## config.mk

```make
export PLATFORM = sky130hd
export DESIGN_NAME = comm_master
export DESIGN_NICKNAME = d
export VERILOG_FILES = /design/src/rtl/comm_pkg.sv /design/src/rtl/uart_trx.sv /design/src/rtl/comm_master.sv
export SDC_FILE = /design/constraint.sdc
export NUM_CORES = 1
export LEC_CHECK = 0
export CORE_MARGIN = 10
export CORE_UTILIZATION = 50
export CTS_CLUSTER_SIZE = 10
export DETAILED_ROUTE_END_ITERATION = 8
export PLACE_DENSITY_LB_ADDON = 0.3
export SYNTH_ARGS = -nofsm -noshare
export SYNTH_HDL_FRONTEND = slang
export SYNTH_SLANG_ARGS = --single-unit
```

## constraint.sdc

```tcl
create_clock -name clk -period 1.9 [get_ports clk]
set_input_delay 0.285 -clock clk [delete_from_list [all_inputs] [get_ports clk]]
set_output_delay 0.285 -clock clk [all_outputs]
set_load 0.01 [all_outputs]
```

## src/rtl/comm_pkg.sv

```systemverilog
// rtl/comm_pkg.sv - shared opcodes, ack code and FSM state types for comm_master
package comm_pkg;

    localparam logic [7:0] REQ_BATT  = 8'h01;
    localparam logic [7:0] SET_PTCH  = 8'h02;
    localparam logic [7:0] SET_ROLL  = 8'h03;
    localparam logic [7:0] SET_YAW   = 8'h04;
    localparam logic [7:0] SET_THRST = 8'h05;
    localparam logic [7:0] CALIBRATE = 8'h06;
    localparam logic [7:0] EMER_LAND = 8'h07;
    localparam logic [7:0] MTRS_OFF  = 8'h08;

    localparam logic [7:0] POS_ACK   = 8'hA5;

    typedef enum logic [1:0] {
        IDLE     = 2'd0,
        SEND_HI  = 2'd1,
        SEND_MID = 2'd2,
        SEND_LO  = 2'd3
    } frm_state_t;

    typedef enum logic {
        RX_IDLE = 1'b0,
        RX_RECV = 1'b1
    } rx_state_t;

endpackage

```

## src/rtl/uart_trx.sv

```systemverilog
// rtl/uart_trx.sv - 8N1 UART transmitter and receiver sharing one baud divisor
module uart_trx
    import comm_pkg::*;
#(
    parameter int BAUD_DIV = 2604
) (
    input  logic       clk,
    input  logic       rst,
    input  logic       rx,
    input  logic       trmt,
    input  logic [7:0] tx_data,
    output logic       tx,
    output logic       tx_done,
    output logic [7:0] rx_data,
    output logic       rx_rdy,
    input  logic       clr_rdy
);

    localparam int CW = 12;
    localparam logic [CW-1:0] BAUD_LAST = CW'(BAUD_DIV - 1);
    localparam logic [CW-1:0] BAUD_HALF = CW'(BAUD_DIV / 2 - 1);

    logic [CW-1:0] tx_baud;
    logic [3:0]    tx_bit;
    logic          tx_busy;
    logic [9:0]    tx_shift;

    logic          rx_meta, rx_sync, rx_prev;
    rx_state_t     rx_state, rx_state_nxt;
    logic [CW-1:0] rx_baud;
    logic [3:0]    rx_bit;
    logic [7:0]    rx_shift;
    logic          start_det, rx_sample, stop_smp, start_bad;

    // Stop bit is the last bit shifted out; done fires on its final cycle so
    // a new trmt in the same cycle follows with no idle gap.
    assign tx_done = tx_busy && (tx_baud == BAUD_LAST) && (tx_bit == 4'd9);
    assign tx      = tx_shift[0];

    // Transmit shifter: ones fill in from the top so the line idles high.
    always_ff @(posedge clk) begin
        if (rst) begin
            tx_busy  <= 1'b0;
            tx_baud  <= '0;
            tx_bit   <= '0;
            tx_shift <= '1;
        end else if (trmt) begin
            tx_busy  <= 1'b1;
            tx_baud  <= '0;
            tx_bit   <= '0;
            tx_shift <= {1'b1, tx_data, 1'b0};
        end else if (tx_busy) begin
            if (tx_baud == BAUD_LAST) begin
                tx_baud <= '0;
                if (tx_bit == 4'd9) begin
                    tx_busy <= 1'b0;
                end else begin
                    tx_bit   <= tx_bit + 4'd1;
                    tx_shift <= {1'b1, tx_shift[9:1]};
                end
            end else begin
                tx_baud <= tx_baud + CW'(1);
            end
        end
    end

    // Two-flop synchronizer plus a delayed copy for falling-edge detection.
    always_ff @(posedge clk) begin
        if (rst) begin
            rx_meta <= 1'b1;
            rx_sync <= 1'b1;
            rx_prev <= 1'b1;
        end else begin
            rx_meta <= rx;
            rx_sync <= rx_meta;
            rx_prev <= rx_sync;
        end
    end

    assign start_det = (rx_state == RX_IDLE) && rx_prev && !rx_sync;
    assign rx_sample = (rx_state == RX_RECV) && (rx_baud == '0);
    assign start_bad = rx_sample && (rx_bit == 4'd0) && rx_sync;
    assign stop_smp  = rx_sample && (rx_bit == 4'd9);

    // Receiver state register.
    always_ff @(posedge clk) begin
        if (rst) rx_state <= RX_IDLE;
        else     rx_state <= rx_state_nxt;
    end

    // Receiver next state: leave on a falling edge, return on glitch or stop sample.
    always_comb begin
        rx_state_nxt = rx_state;
        case (rx_state)
            RX_IDLE: if (start_det) rx_state_nxt = RX_RECV;
            RX_RECV: if (start_bad || stop_smp) rx_state_nxt = RX_IDLE;
            default: rx_state_nxt = RX_IDLE;
        endcase
    end

    // Receive counters: half a bit to mid start, then a full bit per sample.
    always_ff @(posedge clk) begin
        if (rst) begin
            rx_baud  <= '0;
            rx_bit   <= '0;
            rx_shift <= '0;
        end else if (start_det) begin
            rx_baud <= BAUD_HALF;
            rx_bit  <= '0;
        end else if (rx_sample) begin
            rx_baud <= BAUD_LAST;
            rx_bit  <= rx_bit + 4'd1;
            if (rx_bit != 4'd0 && rx_bit != 4'd9) rx_shift <= {rx_sync, rx_shift[7:1]};
        end else if (rx_state == RX_RECV) begin
            rx_baud <= rx_baud - CW'(1);
        end
    end

    // Received byte and ready flag; a completed byte beats a same-cycle clear.
    always_ff @(posedge clk) begin
        if (rst) begin
            rx_data <= '0;
            rx_rdy  <= 1'b0;
        end else if (stop_smp) begin
            rx_data <= rx_shift;
            rx_rdy  <= 1'b1;
        end else if (clr_rdy || start_det) begin
            rx_rdy  <= 1'b0;
        end
    end

endmodule

```

## src/rtl/comm_master.sv

```systemverilog
// rtl/comm_master.sv - sends 3-byte command frames and holds the last response byte
module comm_master
    import comm_pkg::*;
#(
    parameter int BAUD_DIV = 2604
) (
    input  logic        clk,
    input  logic        rst,
    input  logic        RX,
    output logic        TX,
    input  logic [7:0]  cmd,
    input  logic [15:0] data,
    input  logic        snd_cmd,
    output logic        frm_snt,
    output logic [7:0]  resp,
    output logic        resp_rdy,
    input  logic        clr_resp_rdy
);

    frm_state_t  state, state_nxt;
    logic [23:0] frame;
    logic        trmt, tx_done, set_frm, clr_frm;
    logic [7:0]  tx_byte;

    uart_trx #(.BAUD_DIV(BAUD_DIV)) u_trx (
        .clk     (clk),
        .rst     (rst),
        .rx      (RX),
        .trmt    (trmt),
        .tx_data (tx_byte),
        .tx      (TX),
        .tx_done (tx_done),
        .rx_data (resp),
        .rx_rdy  (resp_rdy),
        .clr_rdy (clr_resp_rdy)
    );

    // Frame state register.
    always_ff @(posedge clk) begin
        if (rst) state <= IDLE;
        else     state <= state_nxt;
    end

    // Advance one byte per transmitter done; snd_cmd only counts in IDLE.
    always_comb begin
        state_nxt = state;
        case (state)
            IDLE:     if (snd_cmd) state_nxt = SEND_HI;
            SEND_HI:  if (tx_done) state_nxt = SEND_MID;
            SEND_MID: if (tx_done) state_nxt = SEND_LO;
            SEND_LO:  if (tx_done) state_nxt = IDLE;
            default:  state_nxt = IDLE;
        endcase
    end

    // Byte launch and frame-sent controls; the first byte comes straight from
    // cmd because the frame register only loads on the same edge.
    always_comb begin
        trmt    = 1'b0;
        set_frm = 1'b0;
        clr_frm = 1'b0;
        tx_byte = frame[23:16];
        case (state)
            IDLE: begin
                tx_byte = cmd;
                trmt    = snd_cmd;
                clr_frm = snd_cmd;
            end
            SEND_HI: begin
                tx_byte = frame[15:8];
                trmt    = tx_done;
            end
            SEND_MID: begin
                tx_byte = frame[7:0];
                trmt    = tx_done;
            end
            SEND_LO:  set_frm = tx_done;
            default: ;
        endcase
    end

    // Capture the frame at acceptance so later input changes cannot leak in.
    always_ff @(posedge clk) begin
        if (rst)                          frame <= '0;
        else if (state == IDLE && snd_cmd) frame <= {cmd, data};
    end

    // Frame-sent level flag.
    always_ff @(posedge clk) begin
        if (rst)          frm_snt <= 1'b0;
        else if (clr_frm) frm_snt <= 1'b0;
        else if (set_frm) frm_snt <= 1'b1;
    end

endmodule

```

# == After elaboration in Yosys (flattened, before gate mapping) ==
# Cells that the tools add are included.
# word_totals
regBits,90
latchBits,0
ramBits,0
romBits,0
inputBits,29
out_inout_bits,11
wordCells,94
memories,0
# classes
add_sub_neg,4
mul,0
n_div,0
order_cmp,0
n_eq_ne,12
n_shift,0
mux,26
bitwise_logic,3
n_reduce_logical,31
# op_table
operator,count
12-bit 2-to-1 mux,3
9-bit 2-to-1 mux,4
8-bit one-hot mux with 3 select lines,1
12-bit by 1-bit adder with 12-bit output (second input constant),1
12-bit equality test (second input constant),1
12-bit zero test,1
12-bit by 1-bit subtractor with 12-bit output (second input constant),1
11-bit 2-to-1 mux,1
1-bit logical AND,10
1-bit 2-to-1 mux,10
2-bit != test (second input constant),5
3-bit AND reduction,3
4-bit by 1-bit adder with 4-bit output (second input constant),2
4-bit equality test (second input constant),2
2-bit 2-to-1 mux,4
2-bit one-hot mux with 4 select lines,1
2-bit nonzero test,4
2-bit OR reduction,4
2-bit equality test (second input constant),2
4-bit zero test,1
4-bit != test (second input constant),1
1-bit one-hot mux with 2 select lines,2
4-bit AND reduction,1
4-bit nonzero test,1
7 further kinds,10

# == Longest topological paths before layout ==
# Gate-level depths: netlist (run 1).
# logic_depth
ltp_word,7
ltp_mapped,8
mapped_depth_nobuf,7

# == Modules after synthesis ==
# From an unflattened synthesis (run 1), not the netlist that was laid out.
# hier_totals
cells_unflattened,474
area_unflattened_um2,4177.8
# modules_own_cells
mod,n_inst,cells_each,area_each_um2,seq_area_each_um2
uart_trx,1,316,2902.8,1261.2
comm_master,1,158,1275.0,540.5

# == Worst setup path after synthesis (run 1) ==
# No wires, ideal clock.
# synth_path
path_kind,reg2reg
startpoint,reg u_trx.tx_baud[7]
endpoint,reg u_trx.tx_shift[3]
setup_time_ns,0.125
t_arrival_ns,1.801
required_time_ns,1.775
setup_slack_ns,-0.026
path_stages_with_launch,7
n_path_buf,2
synth_period_minus_slack_ns,1.926
cell_sequence,dfxtp_1 -> or4b_1 -> buf_2 -> nor4b_4 -> buf_6 -> mux2i_1 -> a2bb2oi_1
# synth_between
elab_chain_len,6
elab_cells_between_ends,9
cone_classes,2 x eq/ne; 2 x mux; 5 x reduce/logical
# synth_lines
element,line,source
"start, declared",uart_trx.sv:23,logic [CW-1:0] tx_baud;
"start signal, assigned",uart_trx.sv:62,tx_baud <= tx_baud + CW'(1);
12-bit equality test *,"uart_trx.sv:37, uart_trx.sv:53",
1-bit logical AND (2 in series),uart_trx.sv:37,assign tx_done = tx_busy && (tx_baud == BAUD_LAST) && (tx_bit == 4'd9);
1-bit one-hot mux with 2 select lines,comm_master.sv:63,case (state)
2-bit != test (no line) or 2-bit nonzero test (tied branches),--,
3-bit AND reduction (no line),--,
"end signal, assigned",uart_trx.sv:51,"tx_shift <= {1'b1, tx_data, 1'b0};"
"end signal, assigned",uart_trx.sv:59,"tx_shift <= {1'b1, tx_shift[9:1]};"
"end, declared",uart_trx.sv:26,logic [9:0] tx_shift;
# Mark *: on every way between the ends. The rest lies on a longest branch, timed or not.
# A chain may end at the register's enable or synchronous reset.

# == Final worst setup path (run 1) ==
# layout_path
startpoint,reg u_trx.tx_baud[4]
endpoint,reg u_trx.tx_shift[1]
# Same word-level chain as after synthesis.

==> results of run 1 <==
[worst max-delay path: stages, from the launching register on]
cell and delay, ps:
dfxtp_2 320, or4b_4 570, or3_4 460, o22ai_4 220
nand2_2 90, a2bb2oi_1 150
[area by class of cell]
cell class              count  share of cell area
inverters                  14             0.01130
multi-input cells         296              0.4197
repair buffers             75              0.1466
flip-flops and latches     82              0.3543
well taps                  99             0.02663
clock inverters             6             0.01480
clock buffers               9             0.02663
[stage by stage]
step / total power, uW / instance area, um^2
finish: 4512 / 4651
detailed placement: 3218 / 4307
global route: 4764 / 4651
global placement: 3182 / 4307
CTS: 4473 / 4544
floorplan: 2872 / 3680
[worst max-delay path by stage]
stage,end,slack [ps],depth (start not counted)
after global routing,u_trx.tx_shift[1]$_SDFFE_PP1P_,-110,5
final,u_trx.tx_shift[1]$_SDFFE_PP1P_,-30,5
after CTS,u_trx.tx_bit[3]$_SDFFE_PP0P_,3,7
after floorplan,u_trx.tx_shift[3]$_SDFFE_PP1P_,-20,6
after global placement,state[1]$_SDFFE_PP0P_,-70,7
after detailed placement,u_trx.tx_shift[7]$_SDFFE_PP1P_,-90,5
[metal layers]
layer,up-vias,GRT usage,wire length (um)
met4,0,0.04412,97
met1,1404,0.1809,3654
met2,63,0.2244,3816
li1,1565,-,-
met3,8,0.05481,492
met5,-,0,0
[cells in the final DEF (no fill, tap or decap), types with 3 or more instances in the layout]
master,netlist,final
nand2b_1,6,6
dfxtp_2,0,5
a222oi_1,7,7
xor2_1,7,7
ha_1,11,10
nor2_1,52,52
clkdlybuf4s50_1,0,38
a2bb2oi_1,7,7
nand2_1,56,54
clkinv_4,0,3
a211oi_1,5,5
nor3_1,15,13
a31oi_1,4,4
dfxtp_1,82,77
nand3_1,5,5
nand3b_1,5,5
a21oi_1,33,33
and2_1,3,3
or3_4,1,5
mux2i_1,25,24
nand4_1,7,7
clkbuf_8,0,9
buf_4,1,32
xnor2_1,12,12
or2_2,3,3
inv_1,14,14
[flip-flops by register name, indices dropped and copies added, names as in the netlist, 2 cells and up]
signal	count
frame	16
u_trx.rx_baud	12
u_trx.tx_baud	12
u_trx.tx_shift	9
u_trx.rx_data	8
u_trx.rx_shift	8
u_trx.rx_bit	4
u_trx.tx_bit	4
state	2
[power groups by stage]
stage	Combinational, uW	Clock [uW]	Sequential (uW)
after floorplan	832	0	2040
after detailed placement	1150	0	2070
after global routing	1380	1320	2070
after global placement	1120	0	2060
final	1240	1230	2040
after CTS	1180	1260	2030
[timing repair]
| item | CTS | global route |
|---|---|---|
| setup buffers | 1 | 5 |
| gates resized for setup | 5 | 18 |
| setup endpoints to repair | 17 | 28 |
| pin swaps | 1 | 10 |
| cloned | 1 | 1 |
[logic make-up (layout without fill, tap and decap cells)]
family	count (synthesis)	in the layout	share of synthesized area
AO/OA/AOI/OAI	67	68	0.1220
multiplexers	25	25	0.06854
adder cells (fa/ha/maj)	11	11	0.03770
XOR/XNOR	19	19	0.04558
flip-flops	82	82	0.4496
AND/OR/NAND/NOR	173	173	0.2324
buffers and inverters	39	104	0.04421
==> flow_metrics.tcl, run 1 <==
set metrics [dict create \
    fin_util 0.6481 \
    power.switching_uw 1439 \
    synthCells 416 \
    port_buffers 39 \
    num_antenna_cells 0 \
    cp.required_ps 2120 \
    path_clk_slew_ps 80 \
    whs_ps 236.9 \
    p_int_uw 3074 \
    fp.dieW_um 105.5 \
    p_clk_frac 0.273 \
    cts-root-buf "clkbuf_8" \
    rsz0062_at_grt "yes" \
    post-place-ws_ps -85.67 \
    seq_area_mm2 0.001648 \
    drt_iter0_markers 213 \
    min_period_over_period 1.016 \
    synth_edf_count 0 \
    finalSetupTns_ps -41.13 \
    ant_nets 0 \
    clock.fmax_mhz 517.8 \
    holdCritStartpoint "rst" \
    power_frac_seq 0.452 \
    area_growth_pct 27.38 \
    netlist_area_mm2 0.003651 \
    multi_input_area_mm2 0.001952 \
    drc 0 \
    path_max_fanout 6 \
    leakagePower_uw 0.001690 \
    hold_viol_final 0 \
    drive_above_1_share 0.1743 \
    post_layout_nonfiller_instances 581 \
    end_kind "flop" \
    skew_ps 7.729 \
    setup_viol 2 \
    synth_top_area_share 0.4496 \
    core_area_mm2 0.007176 \
    routed_via_density 5.232 \
    ys.warnings.count 0 \
    die_h_um 105.5 \
    worst_slack_ps -31.29 \
    synth_top_cell_by_area "dfxtp_1" \
    tritoncts "yes" \
    netlist_top_cells_area "dfxtp_1, mux2i_1, nand2_1" \
    switching_share 0.3188 \
    hold_buffers 0 \
    min_path_type "primary input to flop" \
    worstSetupPathType "flop to flop" \
    cts-htree-levels 3 \
    drv_cap 0 \
    drt_wl_total_um 8060 \
    num_vias 3040 \
    async_flop_share 0 \
    min_to "u_trx.rx_baud[2]$_SDFFE_PP0P_" \
    fin_crit_ps 1931 \
    p_comb_frac 0.275 \
    run_status "finished, violations left" \
    grt_pass1_wl_um 13560 \
    grt-ovfl-total 0 \
    seq_area_frac_synth 0.4496 \
    antenna_found_initial 0 \
    crit_arrival_ps 2150 \
    cts_made_buffers 9 \
    post_synth.cell_area_avg_um2 8.776 \
    synth_ff_type "dfxtp_1" \
    synth_most_common_cell "dfxtp_1" \
    grt_max_degree 31 \
    max_slew.worst_pin.slew_ps 462.9 \
    gr-usage-all-layers 0.1442 \
    insertion_delay_ps 350 \
    worstSetupStartpoint "u_trx.tx_baud[4]$_SDFFE_PP0P_" \
    start_util 0.5088 \
    synth_commonest_cells "dfxtp_1, nand2_1, nor2_1" \
    hold_depth 2 \
    first_pass_iters 5 \
    r2r_slack_ps -30 \
    dp_hpwl_um 5633 \
    grt_pass1_vias 2901 \
    p_per_area_mw_per_mm2 970.2 \
    post_drt_wl_per_cell_um 13.87 \
    gp_congestion 0.8046 \
    violations "setup timing" \
    nets 518 \
    dp_cells 558 \
    numClockSinks 82 \
    synth-seq-cells 82 \
    cp-start-kind "flop" \
    boundaryPins 40 \
    ir_worst_vdd_uv 562.5 \
    synth_nets 456 \
    n_fill_cell 597 \
    rr_endpoint "u_trx.tx_shift[1]$_SDFFE_PP1P_" \
    synth_cell_types 46 \
    rows 31 \
    max_slew_margin 0.6914 \
    dieArea_mm2 0.01112 \
    cts_buffer_depth 2 \
    drv_slew 0 \
    reg2reg_depth 5 \
    r2r_start "u_trx.tx_baud[4]$_SDFFE_PP0P_" \
]
(Power assumes the default switching activity.)
==> run 2: changes to the inputs <==
Settings changed: SLEW_MARGIN set to 40.
==> results of run 2 <==
Final layout, timing and power as in run 1 (identical DEF).
==> run 3: changes to the inputs <==
Settings changed: CAP_MARGIN set to 20, CORE_MARGIN 10 to not set.
==> flow_metrics.tcl, run 3 (synthesis results as in run 1) <==
set metrics [dict create \
    grt-ovfl-total 0 \
    reg_top3 "frame: 16 flops, u_trx.rx_baud: 12 flops, u_trx.tx_baud: 12 flops" \
    antenna_found_initial 0 \
    post_drt_wl_per_cell_um 13.27 \
    drt_iter0_markers 208 \
    nets 518 \
    critPathSlowestCell "or4b_4" \
    fp.dieW_um 87.45 \
    dieArea_mm2 0.007648 \
    area_growth_pct 26.76 \
    cts-htree-levels 3 \
    critical_path.top_delay_family "simple AND/OR/NAND/NOR gates" \
    p_per_area_mw_per_mm2 989.6 \
    drc 0 \
    crit_buf_inv 2 \
    path_max_fanout 3 \
    path_cells "or4b_4, buf_4, nor4_4, buf_4, o22ai_1, mux2i_1, nor2_1" \
    cp-start-kind "flop" \
    ir_worst_vdd_uv 684.5 \
    port_buffers 39 \
    dpl_cell_area_mm2 0.004290 \
    cp.required_ps 2140 \
    rsz0062_at_grt "yes" \
    numClockSinks 82 \
    run_status "finished, violations left" \
    gr-usage-all-layers 0.2198 \
    grt_pass1_wl_um 13100 \
    core_area_mm2 0.006907 \
    cts_made_buffers 9 \
    top_register "frame" \
    hold_viol_final 0 \
    setup_viol 7 \
    worst_slack_ps -30.62 \
    fin_crit_ps 1931 \
    dp_hpwl_um 5310 \
    drv_slew 0 \
    drv_cap 0 \
    slowest_delay_ps 570 \
    hold_buffers 0 \
    skew_ps 11.40 \
    mostFrequentLayoutCell "dfxtp_1" \
    final_cell_area_mm2 0.004628 \
    leakagePower_uw 0.001720 \
    cpMostUsedCell "buf_4" \
    max_slew_margin 0.6689 \
    num_antenna_cells 0 \
    start_util 0.5286 \
    final_cell_mix "dfxtp_1, nand2_1, nor2_1, clkdlybuf4s50_1, buf_4" \
    insertion_delay_ps 350 \
    num_vias 3048 \
    path_clk_slew_ps 90 \
    boundaryPins 40 \
    largest_reg_flops 16 \
    crit_arrival_ps 2170 \
    tritoncts "yes" \
    rows 30 \
    worstSetupPathType "flop to flop" \
    min_path_type "primary input to flop" \
    grt_max_degree 33 \
    max_slew.worst_pin.slew_ps 496.7 \
    violations "setup timing" \
    grt_pass1_vias 2932 \
    finalSetupTns_ps -143.6 \
    routed_via_density 5.264 \
    die_h_um 87.45 \
    ant_nets 0 \
    gp_congestion 0.8273 \
    drt_wl_total_um 7683 \
    cts_buffer_depth 2 \
    cts-root-buf "clkbuf_8" \
    first_pass_iters 7 \
    drive_above_1_share 0.1615 \
    clock.fmax_mhz 518.0 \
    end_kind "flop" \
    min_period_over_period 1.016 \
    r2r_slack_ps -30 \
]
==> run 3: cell count changes in the layout (fill, tap and decap cells not counted), moves of 2 or more <==
| cell | delta |
|---|---|
| buf_4 | +2 |
| nor3_2 | -2 |
| inv_6 | +2 |
| or3_1 | +3 |
| nor3_1 | +2 |
| or3_4 | -3 |
==> run 3: per-layer routing <==
metal  global-route usage  part of all wire  vias up
met5                    0                 0        -
met4              0.07750             0.012        0
met3              0.05308             0.045        9
met2               0.3544              0.47       70
met1               0.2867              0.48     1413
li1                     -                 -     1556
==> run 3: repair_timing <==
action	4_1_cts	5_1_grt
cloned	0	0
gates resized for setup	7	7
endpoints found under the setup margin	21	23
pin swaps	1	4
setup buffers	4	4
==> run 3: final cells by class <==
cell class,count,area [um^2]
clock inverter,6,72.57
inverter,14,52.55
clock buffer,10,137.6
timing repair buffer,76,691.9
fill,566,2278
tap,96,120.1
multi-input combinational,295,1904
sequential,82,1649
==> run 3: metrics by stage <==
stage | cells | power, uW | hold slack [ps] | setup WS, ps | util
final | 579 | 4580 | 243.4 | -30.62 | 0.6701
after global routing | 579 | 4841 | 253.7 | -88.69 | 0.6701
after CTS | 575 | 4585 | 242.5 | -37.83 | 0.6627
after detailed placement | 555 | 3209 | 420.2 | -148.0 | 0.6212
after global placement | 555 | 3171 | 396.1 | -129.3 | 0.6212
after floorplan | 416 | 2872 | 388.8 | -22.26 | -
==> run 3: power breakdown <==
| part | switching, uW | internal (uW) |
|---|---|---|
| Clock | 665 | 657 |
| Sequential | 131 | 1910 |
| Combinational | 656 | 562 |
| Total | 1450 | 3130 |
==> run 3: final timing paths <==
kind,from,end,cells past startpoint
min,rst,u_trx.rx_baud[8]$_SDFFE_PP0P_,2
max reg2reg,u_trx.tx_baud[4]$_SDFFE_PP0P_,state[1]$_SDFFE_PP0P_,7
max,u_trx.tx_baud[4]$_SDFFE_PP0P_,state[1]$_SDFFE_PP0P_,7
min reg2reg,u_trx.rx_meta$_SDFF_PP1_,u_trx.rx_sync$_SDFF_PP1_,1
